[src/rtl/adc_capture_ctrl.sv]
// rtl/adc_capture_ctrl.sv - Pre/post-trigger ADC capture into a circular buffer with skid-buffered readout.
// Optional WAIT_TRIG timeout (auto-trigger) is built only when ADC_CAPTURE_AUTOTRIG_EN is defined.
module adc_capture_ctrl #(
   parameter int DATA_WIDTH      = 12,
   parameter int ADDR_WIDTH      = 12,
   parameter int AUTOTRIG_CYCLES = 65535
) (
   input  logic                  clock,
   input  logic                  reset_n,
   input  logic                  arm,
   input  logic                  abort,
   input  logic                  trigger,
   input  logic [ADDR_WIDTH-1:0] pre_len,
   input  logic                  sample_valid,
   input  logic [DATA_WIDTH-1:0] sample_in,
   output logic                  buf_write_en,
   output logic [ADDR_WIDTH-1:0] buf_write_addr,
   output logic [DATA_WIDTH-1:0] buf_data_in,
   output logic [ADDR_WIDTH-1:0] buf_read_addr,
   input  logic [DATA_WIDTH-1:0] buf_data_out,
   output logic                  out_valid,
   input  logic                  out_ready,
   output logic [DATA_WIDTH-1:0] out_data,
   output logic                  out_last,
   output logic                  busy,
   output logic                  triggered
`ifdef ADC_CAPTURE_AUTOTRIG_EN
   ,
   output logic                  auto_triggered
`endif
);

   typedef enum logic [2:0] {IDLE, PRETRIG, WAIT_TRIG, POSTTRIG, READOUT} state_t;

   state_t                state_q, state_d;
   logic [ADDR_WIDTH-1:0] wptr_q, wptr_d;
   logic [ADDR_WIDTH-1:0] tptr_q, tptr_d;
   logic [ADDR_WIDTH-1:0] pre_len_q, pre_len_d;
   logic [ADDR_WIDTH-1:0] post_cnt_q, post_cnt_d;
   logic [ADDR_WIDTH-1:0] rd_addr_q, rd_addr_d;
   logic [ADDR_WIDTH-1:0] rd_cnt_q, rd_cnt_d;
   logic                  rd_done_q, rd_done_d;
   logic                  inflight_q, inflight_d;
   logic                  inflight_last_q, inflight_last_d;
   logic                  out_valid_q, out_valid_d;
   logic                  out_last_q, out_last_d;
   logic [DATA_WIDTH-1:0] out_data_q, out_data_d;
   logic                  skid_valid_q, skid_valid_d;
   logic                  skid_last_q, skid_last_d;
   logic [DATA_WIDTH-1:0] skid_data_q, skid_data_d;
   logic                  triggered_q, triggered_d;
   logic                  busy_q, busy_d;

   logic       wr, pop, issue, trig_eff, at_fire;
   logic [1:0] occ;

`ifdef ADC_CAPTURE_AUTOTRIG_EN
   localparam int AT_W = $clog2(AUTOTRIG_CYCLES + 1);
   logic [AT_W-1:0] at_cnt_q, at_cnt_d;
   logic            auto_trig_q, auto_trig_d;

   assign at_fire        = (state_q == WAIT_TRIG) && (at_cnt_q == AT_W'(AUTOTRIG_CYCLES - 1));
   assign auto_triggered = auto_trig_q;

   always_comb begin
      at_cnt_d    = '0;
      auto_trig_d = 1'b0;
      if (state_q == WAIT_TRIG && state_d == WAIT_TRIG) at_cnt_d = at_cnt_q + AT_W'(1);
      if (triggered_d) auto_trig_d = auto_trig_q | (at_fire & ~trigger);
   end

   always_ff @(posedge clock or negedge reset_n) begin
      if (!reset_n) begin
         at_cnt_q    <= '0;
         auto_trig_q <= 1'b0;
      end else begin
         at_cnt_q    <= at_cnt_d;
         auto_trig_q <= auto_trig_d;
      end
   end
`else
   assign at_fire = 1'b0;
`endif

   assign wr       = (state_q inside {PRETRIG, WAIT_TRIG, POSTTRIG}) & sample_valid & ~abort;
   assign pop      = out_valid_q & out_ready;
   assign trig_eff = trigger | at_fire;
   // Reads in flight count against the two output slots so returning data always has a home.
   assign occ      = {1'b0, out_valid_q} + {1'b0, skid_valid_q} + {1'b0, inflight_q} - {1'b0, pop};
   assign issue    = (state_q == READOUT) && !rd_done_q && (occ < 2'd2);

   assign buf_write_en   = wr;
   assign buf_write_addr = wptr_q;
   assign buf_data_in    = sample_in;
   assign buf_read_addr  = rd_addr_q;
   assign out_valid      = out_valid_q;
   assign out_data       = out_data_q;
   assign out_last       = out_last_q;
   assign busy           = busy_q;
   assign triggered      = triggered_q;

   always_comb begin
      state_d         = state_q;
      wptr_d          = wptr_q;
      tptr_d          = tptr_q;
      pre_len_d       = pre_len_q;
      post_cnt_d      = post_cnt_q;
      rd_addr_d       = rd_addr_q;
      rd_cnt_d        = rd_cnt_q;
      rd_done_d       = rd_done_q;
      inflight_d      = 1'b0;
      inflight_last_d = 1'b0;
      out_valid_d     = out_valid_q;
      out_last_d      = out_last_q;
      out_data_d      = out_data_q;
      skid_valid_d    = skid_valid_q;
      skid_last_d     = skid_last_q;
      skid_data_d     = skid_data_q;

      if (wr) wptr_d = wptr_q + ADDR_WIDTH'(1);

      case (state_q)
         IDLE: if (arm) begin
            wptr_d    = '0;
            pre_len_d = pre_len;
            state_d   = (pre_len == '0) ? WAIT_TRIG : PRETRIG;
         end
         PRETRIG: if (wr && wptr_q == pre_len_q - ADDR_WIDTH'(1)) state_d = WAIT_TRIG;
         // The sample written on the trigger clock is the first post-trigger sample.
         WAIT_TRIG: if (trig_eff) begin
            tptr_d     = wptr_q;
            post_cnt_d = {{(ADDR_WIDTH-1){1'b0}}, wr};
            state_d    = (wr && (~pre_len_q == '0)) ? READOUT : POSTTRIG;
         end
         POSTTRIG: if (wr) begin
            post_cnt_d = post_cnt_q + ADDR_WIDTH'(1);
            if (post_cnt_q == ~pre_len_q) state_d = READOUT;
         end
         READOUT: if (pop && out_last_q) state_d = IDLE;
         default: state_d = IDLE;
      endcase

      if (state_q != READOUT && state_d == READOUT) begin
         rd_addr_d = tptr_d - pre_len_q;
         rd_cnt_d  = '0;
         rd_done_d = 1'b0;
      end

      if (issue) begin
         rd_addr_d       = rd_addr_q + ADDR_WIDTH'(1);
         rd_cnt_d        = rd_cnt_q + ADDR_WIDTH'(1);
         rd_done_d       = (rd_cnt_q == '1);
         inflight_d      = 1'b1;
         inflight_last_d = (rd_cnt_q == '1);
      end

      if (!out_valid_q || pop) begin
         if (skid_valid_q) begin
            out_data_d   = skid_data_q;
            out_last_d   = skid_last_q;
            skid_valid_d = inflight_q;
            skid_data_d  = buf_data_out;
            skid_last_d  = inflight_last_q;
         end else if (inflight_q) begin
            out_valid_d = 1'b1;
            out_data_d  = buf_data_out;
            out_last_d  = inflight_last_q;
         end else begin
            out_valid_d = 1'b0;
            out_last_d  = 1'b0;
         end
      end else if (inflight_q) begin
         skid_valid_d = 1'b1;
         skid_data_d  = buf_data_out;
         skid_last_d  = inflight_last_q;
      end

      if (abort) begin
         state_d      = IDLE;
         out_valid_d  = 1'b0;
         out_last_d   = 1'b0;
         skid_valid_d = 1'b0;
         inflight_d   = 1'b0;
      end

      triggered_d = (state_d == POSTTRIG) || (state_d == READOUT);
      busy_d      = (state_d != IDLE);
   end

   always_ff @(posedge clock or negedge reset_n) begin
      if (!reset_n) begin
         state_q         <= IDLE;
         wptr_q          <= '0;
         tptr_q          <= '0;
         pre_len_q       <= '0;
         post_cnt_q      <= '0;
         rd_addr_q       <= '0;
         rd_cnt_q        <= '0;
         rd_done_q       <= 1'b0;
         inflight_q      <= 1'b0;
         inflight_last_q <= 1'b0;
         out_valid_q     <= 1'b0;
         out_last_q      <= 1'b0;
         out_data_q      <= '0;
         skid_valid_q    <= 1'b0;
         skid_last_q     <= 1'b0;
         skid_data_q     <= '0;
         triggered_q     <= 1'b0;
         busy_q          <= 1'b0;
      end else begin
         state_q         <= state_d;
         wptr_q          <= wptr_d;
         tptr_q          <= tptr_d;
         pre_len_q       <= pre_len_d;
         post_cnt_q      <= post_cnt_d;
         rd_addr_q       <= rd_addr_d;
         rd_cnt_q        <= rd_cnt_d;
         rd_done_q       <= rd_done_d;
         inflight_q      <= inflight_d;
         inflight_last_q <= inflight_last_d;
         out_valid_q     <= out_valid_d;
         out_last_q      <= out_last_d;
         out_data_q      <= out_data_d;
         skid_valid_q    <= skid_valid_d;
         skid_last_q     <= skid_last_d;
         skid_data_q     <= skid_data_d;
         triggered_q     <= triggered_d;
         busy_q          <= busy_d;
      end
   end

endmodule

[config.mk]
export PLATFORM = sky130hd
export DESIGN_NAME = adc_capture_ctrl
export DESIGN_NICKNAME = d
export VERILOG_FILES = /design/src/rtl/adc_capture_ctrl.sv
export SDC_FILE = /design/constraint.sdc
export NUM_CORES = 1
export LEC_CHECK = 0
export ABC_AREA = 1
export CAP_MARGIN = 20
export CELL_PAD_IN_SITES_DETAIL_PLACEMENT = 2
export CELL_PAD_IN_SITES_GLOBAL_PLACEMENT = 2
export CORE_ASPECT_RATIO = 1.25
export CORE_MARGIN = 2
export CORE_UTILIZATION = 30
export DETAILED_ROUTE_END_ITERATION = 8
export GPL_TIMING_DRIVEN = 1
export PLACE_DENSITY_LB_ADDON = 0.1
export SETUP_SLACK_MARGIN = 0.1
export SKIP_CTS_REPAIR_TIMING = 1
export SYNTH_ARGS = -nofsm -noshare
export SYNTH_HDL_FRONTEND = slang
export SYNTH_SLANG_ARGS = --single-unit
[constraint.sdc]
create_clock -name clock -period 3.1 [get_ports clock]
set_clock_uncertainty 0.2 [all_clocks]
set_input_delay 0.465 -clock clock [delete_from_list [all_inputs] [get_ports clock]]
set_output_delay 0.465 -clock clock [all_outputs]
set_load 0.03 [all_outputs]
## Yosys cells after proc, flatten, opt, wreduce, memory -nomap -nowiden

Index checks and enable logic that the tools add are counted.

| word-level totals | value |
|---|---|
| register bits after elaboration | 108 |

| operators by class | value |
|---|---|
| add/subtract/negate cells | 9 |
| magnitude comparators | 1 |
| equal/unequal tests | 15 |
| muxes and demuxes | 46 |
| bitwise operators | 5 |
| reductions and logical operators | 26 |

Operator list:

| kind | count |
|---|---|
| 12-bit two-way mux | 15 |
| 12-bit by 1-bit adder with 12-bit output (second input constant) | 4 |
| 12-bit == test | 2 |
| 12-bit logical NOT | 2 |
| 3-bit two-way mux | 8 |
| 12-bit one-hot mux with 2 select lines | 1 |
| 1-bit two-way mux | 20 |
| 3-bit one-hot mux with 5 select lines | 1 |
| 12-bit == test (second input constant) | 1 |
| 12-bit NOT | 1 |
| 12-bit by 1-bit subtractor with 12-bit output (second input constant) | 1 |
| 12-bit subtractor | 1 |
| 2-bit nonzero test | 5 |
| 3-bit by 2-bit == test with 1-bit output (second input constant) | 3 |
| 3-bit == test (second input constant) | 3 |
| 3-bit nonzero test | 3 |
| 2-bit inequality test (second input constant) | 4 |
| 2-bit AND reduction | 4 |
| 1-bit logical AND | 6 |
| 1-bit AND | 3 |
| 3-bit by 1-bit == test with 1-bit output (second input constant) | 1 |
| 3-bit logical NOT | 1 |
| 3-bit inequality test (second input constant) | 1 |
| 3-bit AND reduction | 1 |
| other kinds (8) | 10 |

## Depth between registers and ports, before layout

| logic depth | value |
|---|---|
| word-level depth | 12 |
| depth in mapped cells | 18 |
| mapped depth without buffers | 16 |

## Worst setup path before layout

No wires, ideal clock.

| path | value |
|---|---|
| kind | register -> register |
| start point | register state_q[2] |
| end point | register rd_addr_q[8] (netlist: buf_read_addr[8]) |
| library setup time | 0.066 ns |
| arrival time | 2.586 ns |
| data required time | 2.834 ns |
| setup slack | 0.248 ns |
| stages on the path, launching flop included | 19 |
| period minus slack after synthesis | 2.852 ns |
| cells stage by stage | dfrtp_1 inv_2 nand3_1 nor2_2 buf_4 clkbuf_1 nand2_1 o21ai_0 inv_1 ha_1 a21oi_1 o21ai_0 a21oi_1 o21bai_1 nand2_1 nand2_1 o21ai_0 nand2_1 nand2_1 |

| between the ends | value |
|---|---|
| elaborated cells on any way between the ends | 28 |

RTL lines:

| item | line | text |
|---|---|---|
| from (decl) | 35 | `state_t state_q, state_d;` |
| from (signal assigned) | 211 | `state_q <= state_d;` |
| 3-bit by 2-bit == test with 1-bit output | 122 | `case (state_q)` |
| 12-bit two-way mux | 122 |  |
| named net tptr_d[3] | 37 | `logic [ADDR_WIDTH-1:0] tptr_q, tptr_d;` |
| 12-bit subtractor | 144 | `rd_addr_d = tptr_d - pre_len_q;` |
| 12-bit two-way mux | 143 | `if (state_q != READOUT && state_d == READOUT) begin` |
| 12-bit two-way mux | 149 | `if (issue) begin` |
| to (signal assigned) | 216 | `rd_addr_q <= rd_addr_d;` |
| to (decl) | 40 | `logic [ADDR_WIDTH-1:0] rd_addr_q, rd_addr_d;` |

The timed path passes the listed nets, and every way through them passes these cells. The select of a mux whose other input is x is not followed.
A chain may end at the register's enable or synchronous reset.

## Final worst setup path

| path | value |
|---|---|
| start point | register state_q[2] |
| end point | register rd_addr_q[11] (netlist: buf_read_addr[11]) |

The elaborated chain is that of the path after synthesis.

==> flow_summary_export.csv <==
group,metric,value,unit
finish,layout_commonest_cell,"nand2_1",
finish,fillCellCount,2548,
power,pwr_density_cell,496,mW/mm²
clock_tree,worstSkewPairLatency,0.37,ns
floorplanning,rows,60,
routing,drc,0,
power,power_leakage,3.91,nW
logic_synthesis,synth_cell_types,44,
routing,wl,23.2,mm
worst_setup_path,critPathArrivalTime,2.85,ns
placed_design,placed_area,0.00790,mm²
placed_design,dp_hpwl,17.7,mm
global_routing,antenna_found_initial,0,
power,ir_drop,0.275,mV
logic_synthesis,yosysSeqAreaShare,0.406,
sta,worst_slack,0.314,ns
hold_path,min_path_type,"reg -> reg",
finish,layout_common_cells,"nand2_1 (261), dfrtp_1 (106), inv_1 (94)",
floorplanning,fp.dieArea,0.0234,mm²
global_routing,grt_overflow_total,0,
clock_tree,cts_num_sinks,108,
sta,min_period_over_period,0.899,
worst_setup_path,r2r_cells,18,
logic_synthesis,yosysWarnings,0,
logic_synthesis,syn-num-nets,966,
placed_design,numPortBuffers,71,
finish,area_delta_synth_final,25.7,%
clock_tree,clk_pin_slew,0.09,ns
routing,wl_per_cell,18.0,µm
logic_synthesis,synthCells,903,
status,outcome,"complete, no violations",
worst_setup_path,worstReg2RegStart,"state_q[2]$_DFF_PN0_",
routing,dr.pass1.iters,4,
finish,final_area,0.00836,mm²
placed_design,place_congestion,0.802,
sta,setup_tns,0,ns
clock_tree,clockRootBuffer,"clkbuf_16",
global_routing,grt_max_degree,46,
sta,fmax,359,MHz
job,maxCapViolCount,0,
routing,viasPerCell,4.99,
placed_design,pre_cts_ws,-0.322,ns
worst_setup_path,critPathKind,"reg -> reg",
floorplanning,fp.coreArea,0.0216,mm²
global_routing,grt_pass1_wl,37.2,mm
sta,slew_violations,0,
finish,final_nets,1063,
sta,fin_crit,2.79,ns
logic_synthesis,synth_seq_cells,108,
sta,tightest_slew,0.466,ns
routing,detail-route-antenna-nets,0,
finish,drive_gt1_frac,0.118,
worst_setup_path,path_max_fanout,12,
worst_setup_path,worstReg2RegEnd,"buf_read_addr[11]$_DFFE_PN0P_",
clock_tree,htreeDepth,3,
worst_setup_path,critPathCapture,"buf_read_addr[11]$_DFFE_PN0P_",
logic_synthesis,avgSynthCellArea,7.37,µm²
sta,hold_slack,0.303,ns
worst_setup_path,crit_required,3.17,ns
clock_tree,cts_tree,"yes",
clock_tree,cts_buffer_depth,2,
clock_tree,cts-buffers-inserted,9,
global_routing,track_usage,0.205,
floorplanning,dieWidth,137,µm
finish,n_antenna_cell,0,
finish,final_util,0.387,
worst_setup_path,startpoint,"state_q[2]$_DFF_PN0_",
floorplanning,io_pins,96,
sta,setup_viol,0,
floorplanning,initial_core_util,0.308,
worst_setup_path,rrSetupSlack,0.31,ns
sta,max_slew_margin,0.689,
sta,grt_setup_unrepaired,"false",
worst_setup_path,worstSetupEndpointType,"register",
worst_setup_path,cp-start-kind,"register",
floorplanning,die_h,171,µm
routing,vias,6408,
logic_synthesis,synth_area,0.00666,mm²
global_routing,grt_pass1_vias,6939,
sta,hold_violations,0,
routing,drt_iter0_markers,195,
-- cell type report --
class	instances	area, µm²	area share
Multi-Input combinational cell	658	3460	0.413
Sequential cell	108	2710	0.323
Timing Repair Buffer	120	1150	0.137
Inverter	103	392	0.0468
Tap cell	279	349	0.0417
Clock buffer	9	225	0.0269
Clock inverter	7	86.3	0.0103
-- metal layers --
metal | wire length (µm) | track usage | vias to the layer above
li1 | - | - | 3093
met2 | 12100 | 0.379 | 74
met5 | 0 | 0 | -
met4 | 337 | 0.0538 | 0
met3 | 413 | 0.0204 | 21
met1 | 10300 | 0.252 | 3220
-- critical path, stage by stage (launching register included) --
cell	delay [ns]
dfrtp_2	0.43
clkinv_4	0.09
nand3_4	0.09
nor2_4	0.15
buf_4	0.15
clkbuf_16	0.15
nand2_1	0.05
o21ai_0	0.07
inv_1	0.08
ha_1	0.30
inv_2	0.09
o21bai_1	0.08
a31oi_1	0.22
nand3_1	0.13
nand3b_1	0.18
nand3_1	0.08
nand2_1	0.05
nand2_1	0.06
nand2_1	0.05
-- worst min-delay path by stage --
stage                                     startpoint                            to  cells past startpoint
final                            tptr_q[7]$_DFF_PN0_           tptr_q[7]$_DFF_PN0_                      2
after global routing      skid_data_q[4]$_DFFE_PN0P_    skid_data_q[4]$_DFFE_PN0P_                      1
after CTS                                    reset_n   buf_write_addr[7]$_DFF_PN0_                      1
after detailed placement                     reset_n   buf_write_addr[7]$_DFF_PN0_                      1
after global placement                       reset_n   buf_write_addr[9]$_DFF_PN0_                      1
after floorplan                              reset_n  buf_read_addr[0]$_DFFE_PN0P_                      0
-- report_power, final --
group / total [mW] / leakage (nW) / switching (mW) / internal [mW]
logic: 1.29 / 2.36 / 0.746 / 0.549
registers: 1.62 / 1.39 / 0.107 / 1.51
clock network: 1.24 / 0.151 / 0.654 / 0.582
-- synth_stat cells, drive strengths merged --
| master | n | area (µm²) |
|---|---|---|
| nand3b | 4 | 30.0 |
| o21bai | 2 | 15.0 |
| a221oi | 1 | 8.76 |
| mux2 | 12 | 135 |
| xnor2 | 9 | 78.8 |
| inv | 102 | 383 |
| nand4 | 10 | 77.6 |
| o21ai | 60 | 312 |
| o21a | 2 | 15.0 |
| buf | 22 | 149 |
| nor4 | 2 | 12.5 |
| o221ai | 2 | 17.5 |
| nand2 | 266 | 1010 |
| ha | 19 | 238 |
| clkbuf | 12 | 45.0 |
| mux2i | 1 | 10.0 |
| nand3 | 79 | 423 |
| a21oi | 28 | 140 |
| o31ai | 4 | 30.0 |
| clkinv | 1 | 3.75 |
| nor3b | 1 | 7.51 |
| a31oi | 14 | 87.6 |
| or2 | 5 | 31.3 |
| dfrtp | 108 | 2700 |
| nor2 | 93 | 377 |
| o211ai | 1 | 7.51 |
| xor2 | 16 | 140 |
| nor3 | 26 | 146 |
| fa | 1 | 20.0 |
-- cells by family (layout without fill, tap and decap cells) --
kind of cell / after synthesis / after routing / share of synthesized area
compound gates: 114 / 114 / 0.0951
xor+xnor: 25 / 25 / 0.0329
fa+ha+maj: 20 / 20 / 0.0387
buf+inv: 137 / 239 / 0.0872
flops: 108 / 108 / 0.406
mux: 13 / 13 / 0.0218
simple gates: 486 / 486 / 0.318
-- through the flow --
stage / cells / power, mW
2_1_floorplan: 903 / 2.35
3_3_place_gp: 1263 / 2.85
3_5_place_dp: 1263 / 2.88
4_1_cts: 1279 / 4.15
5_1_grt: 1284 / 4.41
6_report: 1284 / 4.15
-- sequential cells by signal, indices dropped and copies added (netlist names), 3 cells and up --
| name | flops |
|---|---|
| buf_read_addr | 12 |
| buf_write_addr | 12 |
| out_data | 12 |
| post_cnt_q | 12 |
| pre_len_q | 12 |
| rd_cnt_q | 12 |
| skid_data_q | 12 |
| state_q | 3 |
| tptr_q | 12 |
Note: power is estimated with default switching activity, not from simulation.
